--- config.mk ---
export PLATFORM = sky130hd
export DESIGN_NAME = uart_tx_mem_flat
export DESIGN_NICKNAME = d
export VERILOG_FILES = /design/src/rtl/uart_tx_mem_if.sv /design/src/rtl/uart_tx_mem.sv /design/src/flat_wrapper.sv
export SDC_FILE = /design/constraint.sdc
export NUM_CORES = 1
export LEC_CHECK = 0
export ABC_AREA = 1
export ABC_CLOCK_PERIOD_IN_PS = 3400
export BUFFER_PORTS_ARGS = -buffer_cell sky130_fd_sc_hd__buf_2
export CAP_MARGIN = 15
export CORE_ASPECT_RATIO = 1.2
export CORE_MARGIN = 1
export CORE_UTILIZATION = 53
export CTS_CLUSTER_SIZE = 20
export DETAILED_ROUTE_END_ITERATION = 10
export PLACE_DENSITY = 0.85
export SLEW_MARGIN = 20
export SYNTH_ARGS = -nofsm -noshare
export SYNTH_HDL_FRONTEND = slang
export SYNTH_SLANG_ARGS = --single-unit
--- constraint.sdc ---
create_clock -name clk -period 3.4 [get_ports clk]
set_input_delay 0.34 -clock clk [delete_from_list [all_inputs] [get_ports clk]]
set_output_delay 0.34 -clock clk [all_outputs]
set_load 0.02 [all_outputs]
--- src/rtl/uart_tx_mem_if.sv ---
// Register bus between the CPU and the memory-mapped UART transmitter.
// The CPU drives the write strobe and data; the peripheral returns the status/data word.
interface uart_tx_mem_if;
    logic        mem_wen;
    logic [31:0] mem_wdata;
    logic [31:0] mem_rdata;

    modport master (output mem_wen, output mem_wdata, input  mem_rdata);
    modport slave  (input  mem_wen, input  mem_wdata, output mem_rdata);
endinterface

--- src/rtl/uart_tx_mem.sv ---
// Memory-mapped UART transmitter (8N1, LSB first) with a transmit buffer.
// Define UART_TX_FIFO_EN for a FIFO_DEPTH-entry FIFO; otherwise a single holding register.
module uart_tx_mem #(
    parameter int CLKS_PER_BIT = 87,
    parameter int FIFO_DEPTH   = 4
) (
    input  logic         clk,
    input  logic         rst_n,
    uart_tx_mem_if.slave bus,
    output logic         o_Tx_Serial,
    output logic         o_Tx_Active,
    output logic         o_Tx_Done
);
    localparam int CNT_W = (CLKS_PER_BIT > 1) ? $clog2(CLKS_PER_BIT) : 1;
    localparam logic [CNT_W-1:0] CNT_LAST = CNT_W'(CLKS_PER_BIT - 1);
    localparam logic [CNT_W-1:0] CNT_PRE  = CNT_W'(CLKS_PER_BIT - 2);

    typedef enum logic [1:0] {S_IDLE, S_START, S_DATA, S_STOP} state_t;

    state_t           state;
    logic [CNT_W-1:0] baud_cnt;
    logic [2:0]       bit_idx;
    logic [7:0]       shift_reg;
    logic [7:0]       last_byte;
    logic [7:0]       head_byte;
    logic             overrun;
    logic             done_flag;
    logic             buf_full;
    logic             buf_empty;
    logic             start_req;
    logic             clear_req;
    logic             push;
    logic             pop;
    logic             unused_bits;

    assign start_req   = bus.mem_wen & bus.mem_wdata[31];
    assign clear_req   = bus.mem_wen & bus.mem_wdata[30];
    assign push        = start_req & ~buf_full;
    assign pop         = ~buf_empty & ((state == S_IDLE) |
                         ((state == S_STOP) & (baud_cnt == CNT_LAST)));
    assign unused_bits = ^bus.mem_wdata[29:8];

`ifdef UART_TX_FIFO_EN
    localparam int PTR_W = $clog2(FIFO_DEPTH);

    logic [7:0]       fifo_mem [FIFO_DEPTH];
    logic [PTR_W-1:0] wr_ptr;
    logic [PTR_W-1:0] rd_ptr;
    logic [PTR_W:0]   count;

    assign buf_full  = (count == (PTR_W+1)'(FIFO_DEPTH));
    assign buf_empty = (count == '0);
    assign head_byte = fifo_mem[rd_ptr];

    always_ff @(posedge clk) begin
        if (push) fifo_mem[wr_ptr] <= bus.mem_wdata[7:0];
    end

    // Pointers wrap naturally because the depth is a power of two.
    always_ff @(posedge clk or negedge rst_n) begin
        if (!rst_n) begin
            wr_ptr <= '0;
            rd_ptr <= '0;
            count  <= '0;
        end else begin
            if (push) wr_ptr <= wr_ptr + 1'b1;
            if (pop)  rd_ptr <= rd_ptr + 1'b1;
            case ({push, pop})
                2'b10:   count <= count + 1'b1;
                2'b01:   count <= count - 1'b1;
                default: count <= count;
            endcase
        end
    end
`else
    logic       hold_valid;
    logic [7:0] hold_byte;
    logic       unused_depth;

    assign buf_full     = hold_valid;
    assign buf_empty    = ~hold_valid;
    assign head_byte    = hold_byte;
    assign unused_depth = ^FIFO_DEPTH;

    always_ff @(posedge clk or negedge rst_n) begin
        if (!rst_n) begin
            hold_valid <= 1'b0;
            hold_byte  <= '0;
        end else if (push) begin
            hold_valid <= 1'b1;
            hold_byte  <= bus.mem_wdata[7:0];
        end else if (pop) begin
            hold_valid <= 1'b0;
        end
    end
`endif

    // Sticky flags: a set event in the same cycle as CLEAR takes priority.
    always_ff @(posedge clk or negedge rst_n) begin
        if (!rst_n) begin
            last_byte <= '0;
            overrun   <= 1'b0;
            done_flag <= 1'b0;
        end else begin
            if (push) last_byte <= bus.mem_wdata[7:0];
            if (start_req & buf_full) overrun <= 1'b1;
            else if (clear_req)       overrun <= 1'b0;
            if (o_Tx_Done)            done_flag <= 1'b1;
            else if (clear_req)       done_flag <= 1'b0;
        end
    end

    assign bus.mem_rdata = {o_Tx_Active | ~buf_empty, buf_full, overrun, done_flag,
                            20'd0, last_byte};

    always_ff @(posedge clk or negedge rst_n) begin
        if (!rst_n) begin
            state       <= S_IDLE;
            baud_cnt    <= '0;
            bit_idx     <= '0;
            shift_reg   <= '0;
            o_Tx_Serial <= 1'b1;
            o_Tx_Active <= 1'b0;
            o_Tx_Done   <= 1'b0;
        end else begin
            o_Tx_Done <= (state == S_STOP) && (baud_cnt == CNT_PRE);
            case (state)
                S_IDLE: begin
                    baud_cnt <= '0;
                    if (pop) begin
                        shift_reg   <= head_byte;
                        state       <= S_START;
                        o_Tx_Serial <= 1'b0;
                        o_Tx_Active <= 1'b1;
                    end
                end
                S_START: begin
                    if (baud_cnt == CNT_LAST) begin
                        baud_cnt    <= '0;
                        bit_idx     <= '0;
                        state       <= S_DATA;
                        o_Tx_Serial <= shift_reg[0];
                    end else begin
                        baud_cnt <= baud_cnt + 1'b1;
                    end
                end
                S_DATA: begin
                    if (baud_cnt == CNT_LAST) begin
                        baud_cnt <= '0;
                        if (bit_idx == 3'd7) begin
                            state       <= S_STOP;
                            o_Tx_Serial <= 1'b1;
                        end else begin
                            bit_idx     <= bit_idx + 3'd1;
                            o_Tx_Serial <= shift_reg[bit_idx + 3'd1];
                        end
                    end else begin
                        baud_cnt <= baud_cnt + 1'b1;
                    end
                end
                S_STOP: begin
                    if (baud_cnt == CNT_LAST) begin
                        baud_cnt <= '0;
                        if (pop) begin
                            shift_reg   <= head_byte;
                            state       <= S_START;
                            o_Tx_Serial <= 1'b0;
                        end else begin
                            state       <= S_IDLE;
                            o_Tx_Active <= 1'b0;
                        end
                    end else begin
                        baud_cnt <= baud_cnt + 1'b1;
                    end
                end
                default: state <= S_IDLE;
            endcase
        end
    end
endmodule

--- src/flat_wrapper.sv ---
// flat-port wrapper written by rule: the top's interface ports become plain ports
module uart_tx_mem_flat 
#(
    parameter int CLKS_PER_BIT = 87,
    parameter int FIFO_DEPTH   = 4
)
  (clk, rst_n, o_Tx_Serial, o_Tx_Active, o_Tx_Done, bus_mem_wen, bus_mem_wdata, bus_mem_rdata);
  uart_tx_mem_if bus_i ();
  input  logic clk;
  input  logic rst_n;
  output logic o_Tx_Serial;
  output logic o_Tx_Active;
  output logic o_Tx_Done;
  input wire logic [$bits(bus_i.mem_wen)-1:0] bus_mem_wen;
  input wire logic [$bits(bus_i.mem_wdata)-1:0] bus_mem_wdata;
  output wire logic [$bits(bus_i.mem_rdata)-1:0] bus_mem_rdata;
  assign bus_i.mem_wen = bus_mem_wen;
  assign bus_i.mem_wdata = bus_mem_wdata;
  assign bus_mem_rdata = bus_i.mem_rdata;
  uart_tx_mem #(.CLKS_PER_BIT(CLKS_PER_BIT), .FIFO_DEPTH(FIFO_DEPTH)) u_core (.clk(clk), .rst_n(rst_n), .bus(bus_i), .o_Tx_Serial(o_Tx_Serial), .o_Tx_Active(o_Tx_Active), .o_Tx_Done(o_Tx_Done));
endmodule
Word level (Yosys, flattened, before mapping)
Index checks and enable logic that the tools add are counted.

operators by class
  order comparisons = 1
  eq/ne operators = 13
  add/sub/neg operators = 2
  muxes and demuxes = 33
  bitwise logic cells = 9
  reductions and logical operators = 13

operator list
  operator               count
  $mux W8                2
  $pmux W8 S2            1
  $mux W1                15
  $eq A7 B7 Y1 const B   2
  $pmux W7 S2            1
  $mux W2                5
  $reduce_bool A2 Y1     5
  $mux W3                3
  $ne A2 B1 Y1 const B   4
  $pmux W2 S4            1
  $reduce_and A4 Y1      2
  $add A7 B1 Y7 const B  1
  $mux W7                1
  $and A1 B1 Y1          6
  $ne A2 B2 Y1 const B   3
  $pmux W3 S2            1
  $reduce_and A5 Y1      1
  $eq A2 B2 Y1 const B   2
  $lt A3 B4 Y1 const B   1
  $pmux W1 S4            1
  $add A3 B1 Y3 const B  1
  $bmux W1 S3            1
  $eq A3 B3 Y1 const B   1
  $reduce_and A3 Y1      1
  8 further kinds        9

storage, ports and cells
  logic and storage cells = 82
  output and inout bits = 35
  input bits = 35
  bits in registers = 34

Logic depth before layout (Yosys ltp)
Gate-level depths: netlist (run 1).

  depth after elaboration = 7
  gate-level depth with buffers = 11
  depth with buffers taken out = 11

Worst setup path after synthesis (run 1)
Ideal clock, no wire load.

  path type = register to register
  from = register u_core.bit_idx[0]
  to = register u_core.o_Tx_Serial
  stages on the path, launching flop included = 11
  required time = 3.328 ns
  setup time = 0.072 ns
  path buffers = 0
  setup slack = 1.966 ns
  period minus slack after synthesis = 1.434 ns
  arrival time = 1.362 ns
  cells stage by stage = dfrtp_1 -> ha_1 -> ha_1 -> inv_1 -> nand3_1 -> nand3_1 -> nand3_1 -> nand2_1 -> nand2_1 -> nand2_1 -> inv_1

between the ends
  cells in the longest elaborated chain, start to end = 6
  elaborated cells on any way between the ends = 7
  classes of those cells = add/sub: 1; eq/ne: 1; mux: 5

ends and longest elaborated chain
  what                           RTL line            source
  start: declaration             uart_tx_mem.sv:22   logic [2:0] bit_idx;
  start signal: assignment       uart_tx_mem.sv:154  bit_idx <= bit_idx + 3'd1;
  $add A3 B1 Y3                  uart_tx_mem.sv:155  o_Tx_Serial <= shift_reg[bit_idx + 3'd1];
  $bmux W1 S3                    uart_tx_mem.sv:155
  $mux W1 (not written as such)  uart_tx_mem.sv:155
  $mux W1 *                      uart_tx_mem.sv:150  if (bit_idx == 3'd7) begin
  $mux W1 *                      uart_tx_mem.sv:148  if (baud_cnt == CNT_LAST) begin
  $pmux W1 S4 *                  uart_tx_mem.sv:127  case (state)
  end signal: assignment         uart_tx_mem.sv:142  o_Tx_Serial <= shift_reg[0];
  end signal: assignment         uart_tx_mem.sv:155
  end: declaration               uart_tx_mem.sv:10   output logic o_Tx_Serial,

Mark *: on every way between the ends. The rest lies on a longest branch, timed or not. The select of a mux whose other input is x is not followed.
A chain may end at the register's enable or synchronous reset.

Final worst setup path (run 1)
  from = register u_core.baud_cnt[0]
  to = register u_core.shift_reg[4]

between the ends
  cells in the longest elaborated chain, start to end = 7
  elaborated cells on any way between the ends = 9
  classes of those cells = eq/ne: 2; mux: 3; bitwise: 3; reduce/logical: 1

ends and longest elaborated chain
  what                      RTL line                               source
  start: declaration        uart_tx_mem.sv:21                      logic [CNT_W-1:0] baud_cnt;
  start signal: assignment  uart_tx_mem.sv:144                     baud_cnt <= baud_cnt + 1'b1;
  start signal: assignment  uart_tx_mem.sv:158                     baud_cnt <= baud_cnt + 1'b1;
  start signal: assignment  uart_tx_mem.sv:173                     baud_cnt <= baud_cnt + 1'b1;
  $eq A7 B7 Y1 *            uart_tx_mem.sv:40, uart_tx_mem.sv:162
  $and A1 B1 Y1             uart_tx_mem.sv:40                      ((state == S_STOP) & (baud_cnt == CNT_LAST)));
  $or A1 B1 Y1              uart_tx_mem.sv:39                      assign pop = ~buf_empty & ((state == S_IDLE) |
  $and A1 B1 Y1             uart_tx_mem.sv:39
  $mux W8 (2 in series)     -
  $pmux W8 S2               -
  end signal: assignment    uart_tx_mem.sv:131                     shift_reg <= head_byte;
  end signal: assignment    uart_tx_mem.sv:165                     shift_reg <= head_byte;
  end: declaration          uart_tx_mem.sv:23                      logic [7:0] shift_reg;

Marked as above.

==> reports/metrics.csv, run 1 <==
metric,value,unit
status,"complete, no violations",
routed length per instance,11.12,um
transition time of the tightest slew-check pin,0.7449,ns
fraction of registers with async set or reset after synthesis,1.000,
fraction of power consumed by the clock network,0.352,
clock tree from TritonCTS,done,
placed instance area,1948,um2
area used by multi-input combinational logic,818.3,um2
type of destination of the critical path,flop,
number of global-route vias before repair,1225,
Max Clk Rate,589.1,MHz
fraction of final layout cells with drive strength greater than 1,0.2375,
clock-pin slew reported for the worst setup and hold paths after clock tree synthesis,0.07,ns
Post-synth top flop,dfrtp_1,
largest family of logic cells by synthesized area,simple AND/OR/NAND/NOR gates,
Max-Slew Margin vs Limit,0.5034,
Sw Pwr,0.3057,mW
number of CTS-inserted buffers,5,
cell-internal power,0.7150,mW
"post-synthesis share of cell area spent on and, or, nand and nor gates",0.1888,
DRC Markers,0,
insertion delay of the later-clocked pin in the worst-skew pair,0.29,ns
share of the yosys chip area belonging to registers,0.4495,
hold violation total from the final report,0,
Max VDD drop,0.0004492,V
Initial DRT Pass Iterations,4,
count of hold buffers inserted by post-cts repair,0,
"Distinct cells, synth",32,
fillers,289,
cell at the root of the clock tree,clkbuf_8,
mapped cell area,1896,um2
global route total overflow,0,
Tmin final,1.698,ns
cell types occupying the most area after synthesis,"dfrtp_1, buf_4, nand2_1",
Worst setup SP type,flop,
standard cell core area,3367,um2
floorplan die width,56.60,um
largest net degree at the start of global routing,35,
Iter 0 DRT Violations,17,
post-cts repair resize count,0,
number of warnings issued by yosys,0,
Syn Area/Cell,8.941,um2
post-synthesis adder-cell area fraction,0.06601,
DR vias,1365,
post-route antenna net violation count,0,
worst clock skew,0.007339,ns
most common library cells after synthesis,"nand2_1, dfrtp_1, buf_4, inv_1, nor2_1",
unrepaired setup endpoints after global routing,no,
reported leakage power,1.092,nW
crit-path max FO,16,
combinational cell fraction of total power,0.189,
number of port buffers,27,
Setup Buffers After CTS,0,
global-route wire length before repair,5175,um
cell taking the most area after synthesis,dfrtp_1,
Critical R2R Capture,u_core.shift_reg[4],
Tcrit/Tclk final,0.4993,
maximum buffer depth of the clock tree,2,
half-perimeter wire length of the detailed placement result,2277,um
setup violators final,0,
fraction of synthesized area in multiplexers,0,
number of max-capacitance violations reported,0,
arrival time at the worst endpoint,1.91,ns
number of inserted diodes,0,
XOR/XNOR Fraction of Synth Area,0.01386,
die area,3821,um2
Finished Cell Area,2057,um2
"count leader, synth",nand2_1,
post-layout utilization of the core,0.6109,
Clock H-tree levels,2,
top-area cell type share of the netlist area,0.4356,
antenna violations before repair,0,
Routed WL,3081,um
via count normalized by instance count,4.928,
portion of total power attributed to sequential cells,0.459,
register-to-register path setup slack,1.70,ns
launch point of the worst path,u_core.baud_cnt[0],
Rows,23,
area grow syn2layout,8.515,%
fraction of power spent switching nets,0.2995,
Power per Cell Area,496.2,nW/um2
final count of pins violating max slew,0,
required time worst endpoint,3.62,ns
compound-gate portion of the synthesized area,0.1234,
class of the worst hold path,in -> async,
register bit count reported by yosys,34,
Final nets,284,
overall track demand over capacity in global routing,0.1822,
flip-flop and latch area,852.1,um2
Worst Reg-to-Reg Cells,9,
TritonCTS sink count,34,
global placer's final weighted congestion,0.8357,
vertical extent of the die,67.51,um
Top Ports,70,
startpoint of the worst-slack reg-to-reg timing path,u_core.baud_cnt[0],
count of flip-flops with a built-in enable after synthesis,0,
number of cells produced by synthesis,212,
final total negative setup slack,0,ns
class of the most critical setup path,reg -> reg,
starting density of the core,0.5630,
==> critical path, cell delays in order, from the launching register on <==
cell and delay [ns]:
dfrtp_1 0.41, inv_1 0.06, ha_1 0.19, inv_1 0.06, nor2_2 0.05, nand2_4 0.10
inv_4 0.06, o21ai_4 0.43, nand2_1 0.16, o21ai_2 0.09
==> stage by stage <==
stage	setup slack (ns)	hold WS, ns	power [mW]	std cells
floorplan	1.966	0.04441	0.6248	231
global placement	1.770	0.4416	0.6652	269
detailed placement	1.696	0.4361	0.6708	269
CTS	1.678	0.1327	1.034	277
global route	1.526	0.1655	1.077	277
finish	1.702	0.1127	1.021	277
==> cells in the final DEF, fill, tap and decap left out, types with 2 or more instances in the layout <==
master	count
o21ai_0	10
nand3_1	13
nand4_1	2
nand2_2	2
o21ai_2	8
conb_1	20
dfrtp_1	33
inv_1	23
clkbuf_8	5
nor3b_2	2
nand2_1	36
a21oi_1	11
ha_1	10
nor2_1	17
buf_2	27
nor2_2	2
xor2_1	2
clkinv_2	2
==> layer usage <==
metal	global-route usage	vias to the layer above	part of all wire
li1	-	687	-
met1	0.2086	644	0.44
met2	0.3059	29	0.51
met3	0.05939	5	0.035
met4	0.09451	0	0.019
met5	0	-	0
==> power by group through the flow <==
stage	registers, mW	logic [mW]	clock network (mW)
6_report	0.468	0.193	0.360
2_1_floorplan	0.524	0.101	0
3_5_place_dp	0.476	0.195	0
4_1_cts	0.468	0.196	0.370
5_1_grt	0.475	0.213	0.389
3_3_place_gp	0.474	0.191	0
==> cell families (layout without fill, tap and decap cells) <==
kind of cell / count (synthesis) / count (layout)
DFF: 34 / 34
and+or+nand+nor: 78 / 78
xor gates and xnor gates: 3 / 3
AOI/OAI and AO/OA: 35 / 35
buffers and inverters: 51 / 60
other: 1 / 20
adders and majority gates: 10 / 10
==> worst max path at each step <==
stage	endpoint	slack (ns)	cells past startpoint
2_1_floorplan	u_core.o_Tx_Serial	1.97	10
3_3_place_gp	u_core.shift_reg[5]	1.77	9
3_5_place_dp	u_core.shift_reg[4]	1.70	9
4_1_cts	u_core.shift_reg[4]	1.68	9
5_1_grt	u_core.shift_reg[4]	1.53	9
6_report	u_core.shift_reg[4]	1.70	9
==> final cells by class <==
type	instances	area share
Multi-Input combinational cell	146	0.3978
Sequential cell	34	0.4142
Clock buffer	5	0.03346
Timing Repair Buffer	27	0.06569
Clock inverter	3	0.01946
Inverter	25	0.04684
Tap cell	37	0.02251
No activity file was read; power rests on OpenSTA's default activity.
==> run 2: changes to the inputs <==
--- a/config.mk
+++ b/config.mk
@@ -5,16 +5,16 @@
 export SDC_FILE = /design/constraint.sdc
 export NUM_CORES = 1
 export LEC_CHECK = 0
-export ABC_AREA = 1
-export ABC_CLOCK_PERIOD_IN_PS = 3400
+export ABC_AREA = 0
+export ABC_CLOCK_PERIOD_IN_PS = 1500
 export BUFFER_PORTS_ARGS = -buffer_cell sky130_fd_sc_hd__buf_2
 export CAP_MARGIN = 15
 export CORE_ASPECT_RATIO = 1.2
 export CORE_MARGIN = 1
-export CORE_UTILIZATION = 53
+export CORE_UTILIZATION = 44
 export CTS_CLUSTER_SIZE = 20
 export DETAILED_ROUTE_END_ITERATION = 10
-export PLACE_DENSITY = 0.85
+export PLACE_DENSITY = 0.75
 export SLEW_MARGIN = 20
 export SYNTH_ARGS = -nofsm -noshare
 export SYNTH_HDL_FRONTEND = slang
==> constraint.sdc (replaced) <==
create_clock -name clk -period 1.5 [get_ports clk]
set_input_delay 0.15 -clock clk [delete_from_list [all_inputs] [get_ports clk]]
set_output_delay 0.15 -clock clk [all_outputs]
set_load 0.02 [all_outputs]
==> run 2 against run 1 <==
Effect of this change: sequential cell count stayed put; the run now ends with negative setup slack left; clock power is 98% higher; synthesized area is 0.13% higher; wire length is 38% higher; sequential share of layout area is 7.6 points lower; global-route usage is 1.1 points higher; core utilization is 1.4 points higher; total power grew to 4.6 times the previous value; die area is 20% higher; cell area is 23% higher; register-to-register slack worse by 2.0 ns; first-iteration DRC count grew to 4.9 times the previous value.
==> reports/metrics.csv, run 2 <==
metric,value,unit
required time worst endpoint,1.67,ns
maximum buffer depth of the clock tree,2,
area grow syn2layout,32.89,%
TritonCTS sink count,34,
die area,4581,um2
Syn Area/Cell,10.32,um2
number of port buffers,27,
routed length per instance,14.05,um
top-area cell type share of the netlist area,0.4351,
crit-path max FO,8,
global route total overflow,0,
mapped cell area,1898,um2
Tmin final,1.798,ns
final count of pins violating max slew,0,
Routed WL,4258,um
total power draw,4.746,mW
number of CTS-inserted buffers,5,
Max VDD drop,0.0008719,V
Initial DRT Pass Iterations,4,
antenna violations before repair,0,
number of warnings issued by yosys,0,
clock tree from TritonCTS,done,
Rows,25,
Max Clk Rate,556.3,MHz
clock-pin slew reported for the worst setup and hold paths after clock tree synthesis,0.08,ns
Worst setup SP type,flop,
via count normalized by instance count,4.997,
reported leakage power,1.279,nW
Final nets,293,
unrepaired setup endpoints after global routing,yes,
"count leader, synth",dfrtp_1,
insertion delay of the later-clocked pin in the worst-skew pair,0.29,ns
standard cell core area,4035,um2
arrival time at the worst endpoint,1.97,ns
Clock H-tree levels,2,
fillers,319,
most common library cells after synthesis,"dfrtp_1, nand2_1, buf_4, ha_1, mux2_2",
overall track demand over capacity in global routing,0.1929,
number of max-capacitance violations reported,0,
violated checks,negative setup slack,
Power per Cell Area,1882,nW/um2
starting density of the core,0.4704,
number of cells produced by synthesis,184,
"most common cell after layout, fill and taps aside",buf_4,
Post-synth top flop,dfrtp_1,
cell at the root of the clock tree,clkbuf_8,
number of global-route vias before repair,1350,
final total negative setup slack,-5.583,ns
largest net degree at the start of global routing,35,
number of inserted diodes,0,
worst clock skew,0.008252,ns
global placer's final weighted congestion,0.8504,
half-perimeter wire length of the detailed placement result,2715,um
Hold WS,0.03984,ns
setup violators final,23,
type of destination of the critical path,flop,
final worst slack,-0.2977,ns
# placed instances,287,
share of the yosys chip area belonging to registers,0.4489,
Tcrit/Tclk final,1.198,
post-layout utilization of the core,0.6251,
global-route wire length before repair,6382,um
register bit count reported by yosys,34,
hold violation total from the final report,0,
cell taking the most area after synthesis,dfrtp_1,
post-route insts no fill,303,
fraction of registers with async set or reset after synthesis,1.000,
cell types occupying the most area after synthesis,"dfrtp_1, buf_4, ha_1",
count of flip-flops with a built-in enable after synthesis,0,
status,"complete, but fails checks",
"commonest cells after routing, fill and taps aside","buf_4, dfrtp_1, nand2_1, buf_2, conb_1",
Top Ports,70,
vertical extent of the die,73.95,um
post-route antenna net violation count,0,
class of the most critical setup path,reg -> reg,
fraction of final layout cells with drive strength greater than 1,0.4137,
"Distinct cells, synth",39,
Iter 0 DRT Violations,84,
class of the worst hold path,in -> reg,
DRC Markers,0,
DR vias,1514,
floorplan die width,61.96,um
run 2: cell count changes after synthesis, sizes merged, moves of 4 or more:
| cell | change |
|---|---|
| nor3 | +9 |
| nand3 | -6 |
| mux2 | +10 |
| o21ai | -12 |
| a21oi | -10 |
| inv | -20 |
| nand2 | -8 |
| and3 | +4 |
| nor2 | -13 |
| a22o | +4 |
run 2: kinds of logic after synthesis:
logic type / count (synthesis) / share of synthesized area
simple gates: 65 / 0.1655
compound gates: 23 / 0.08899
mux: 12 / 0.08306
xor+xnor: 5 / 0.02308
other cells: 1 / 0.001976
flops: 34 / 0.4489
buf+inv: 34 / 0.1226
fa+ha+maj: 10 / 0.06592
run 2: final cells by class:
type,instances,area (um2),area share
sequential,34,852.1,0.3378
clock buffer,6,82.58,0.03274
multi-input combinational,135,1031,0.4087
timing repair buffer,66,454.2,0.1801
inverter,6,22.52,0.008929
tap,54,67.56,0.02679
clock inverter,2,12.51,0.004960
run 2: per-stage QoR:
| stage | instance area [um2] | setup slack [ns] |
|---|---|---|
| 2_1_floorplan | 1989 | -0.2922 |
| 3_3_place_gp | 2211 | -0.2911 |
| 3_5_place_dp | 2211 | -0.3743 |
| 4_1_cts | 2414 | -0.2749 |
| 5_1_grt | 2522 | -0.3861 |
| 6_report | 2522 | -0.2977 |
run 2: timing repair:
item / in CTS / in global routing
setup endpoints to repair: 23 / 23
buffers inserted: 3 / 4
cloned: 0 / 0
pin swaps: 7 / 4
gates resized for setup: 16 / 14
hold buffers: 1 / 0
endpoints found under the hold margin: 33 / 0
run 2: worst paths after layout:
check	from	end	slack, ns	depth (start not counted)
hold reg to reg	u_core.o_Tx_Done	u_core.done_flag	0.45	1
setup reg to reg	u_core.baud_cnt[0]	u_core.shift_reg[7]	-0.30	8
min in group asynchronous	rst_n	u_core.head_byte[1]	0.40	3
setup / recovery	u_core.baud_cnt[0]	u_core.shift_reg[7]	-0.30	8
max in group asynchronous	rst_n	u_core.o_Tx_Serial	0.76	3
hold / removal	bus_mem_wdata[1]	u_core.head_byte[1]	0.04	3
run 2: layer usage:
layer	global-route usage	routed length, um	vias to the layer above
li1	-	-	715
met1	0.2550	1805	728
met2	0.2979	2141	62
met3	0.04696	225	9
met4	0.08395	86	0
met5	0	0	-
run 2: power by group:
part	total (mW)	switching [mW]	internal [mW]
Sequential	1.53	0.263	1.27
Clock	0.713	0.344	0.369
Combinational	2.50	1.26	1.24
run 2: worst max-delay path: stages, from the launching register on:
cell and delay (ns):
dfrtp_1 0.39, inv_1 0.07, ha_2 0.17, nor4bb_4 0.19, buf_4 0.17, nand3_4 0.07
a21boi_4 0.16, buf_12 0.15, mux2_4 0.30
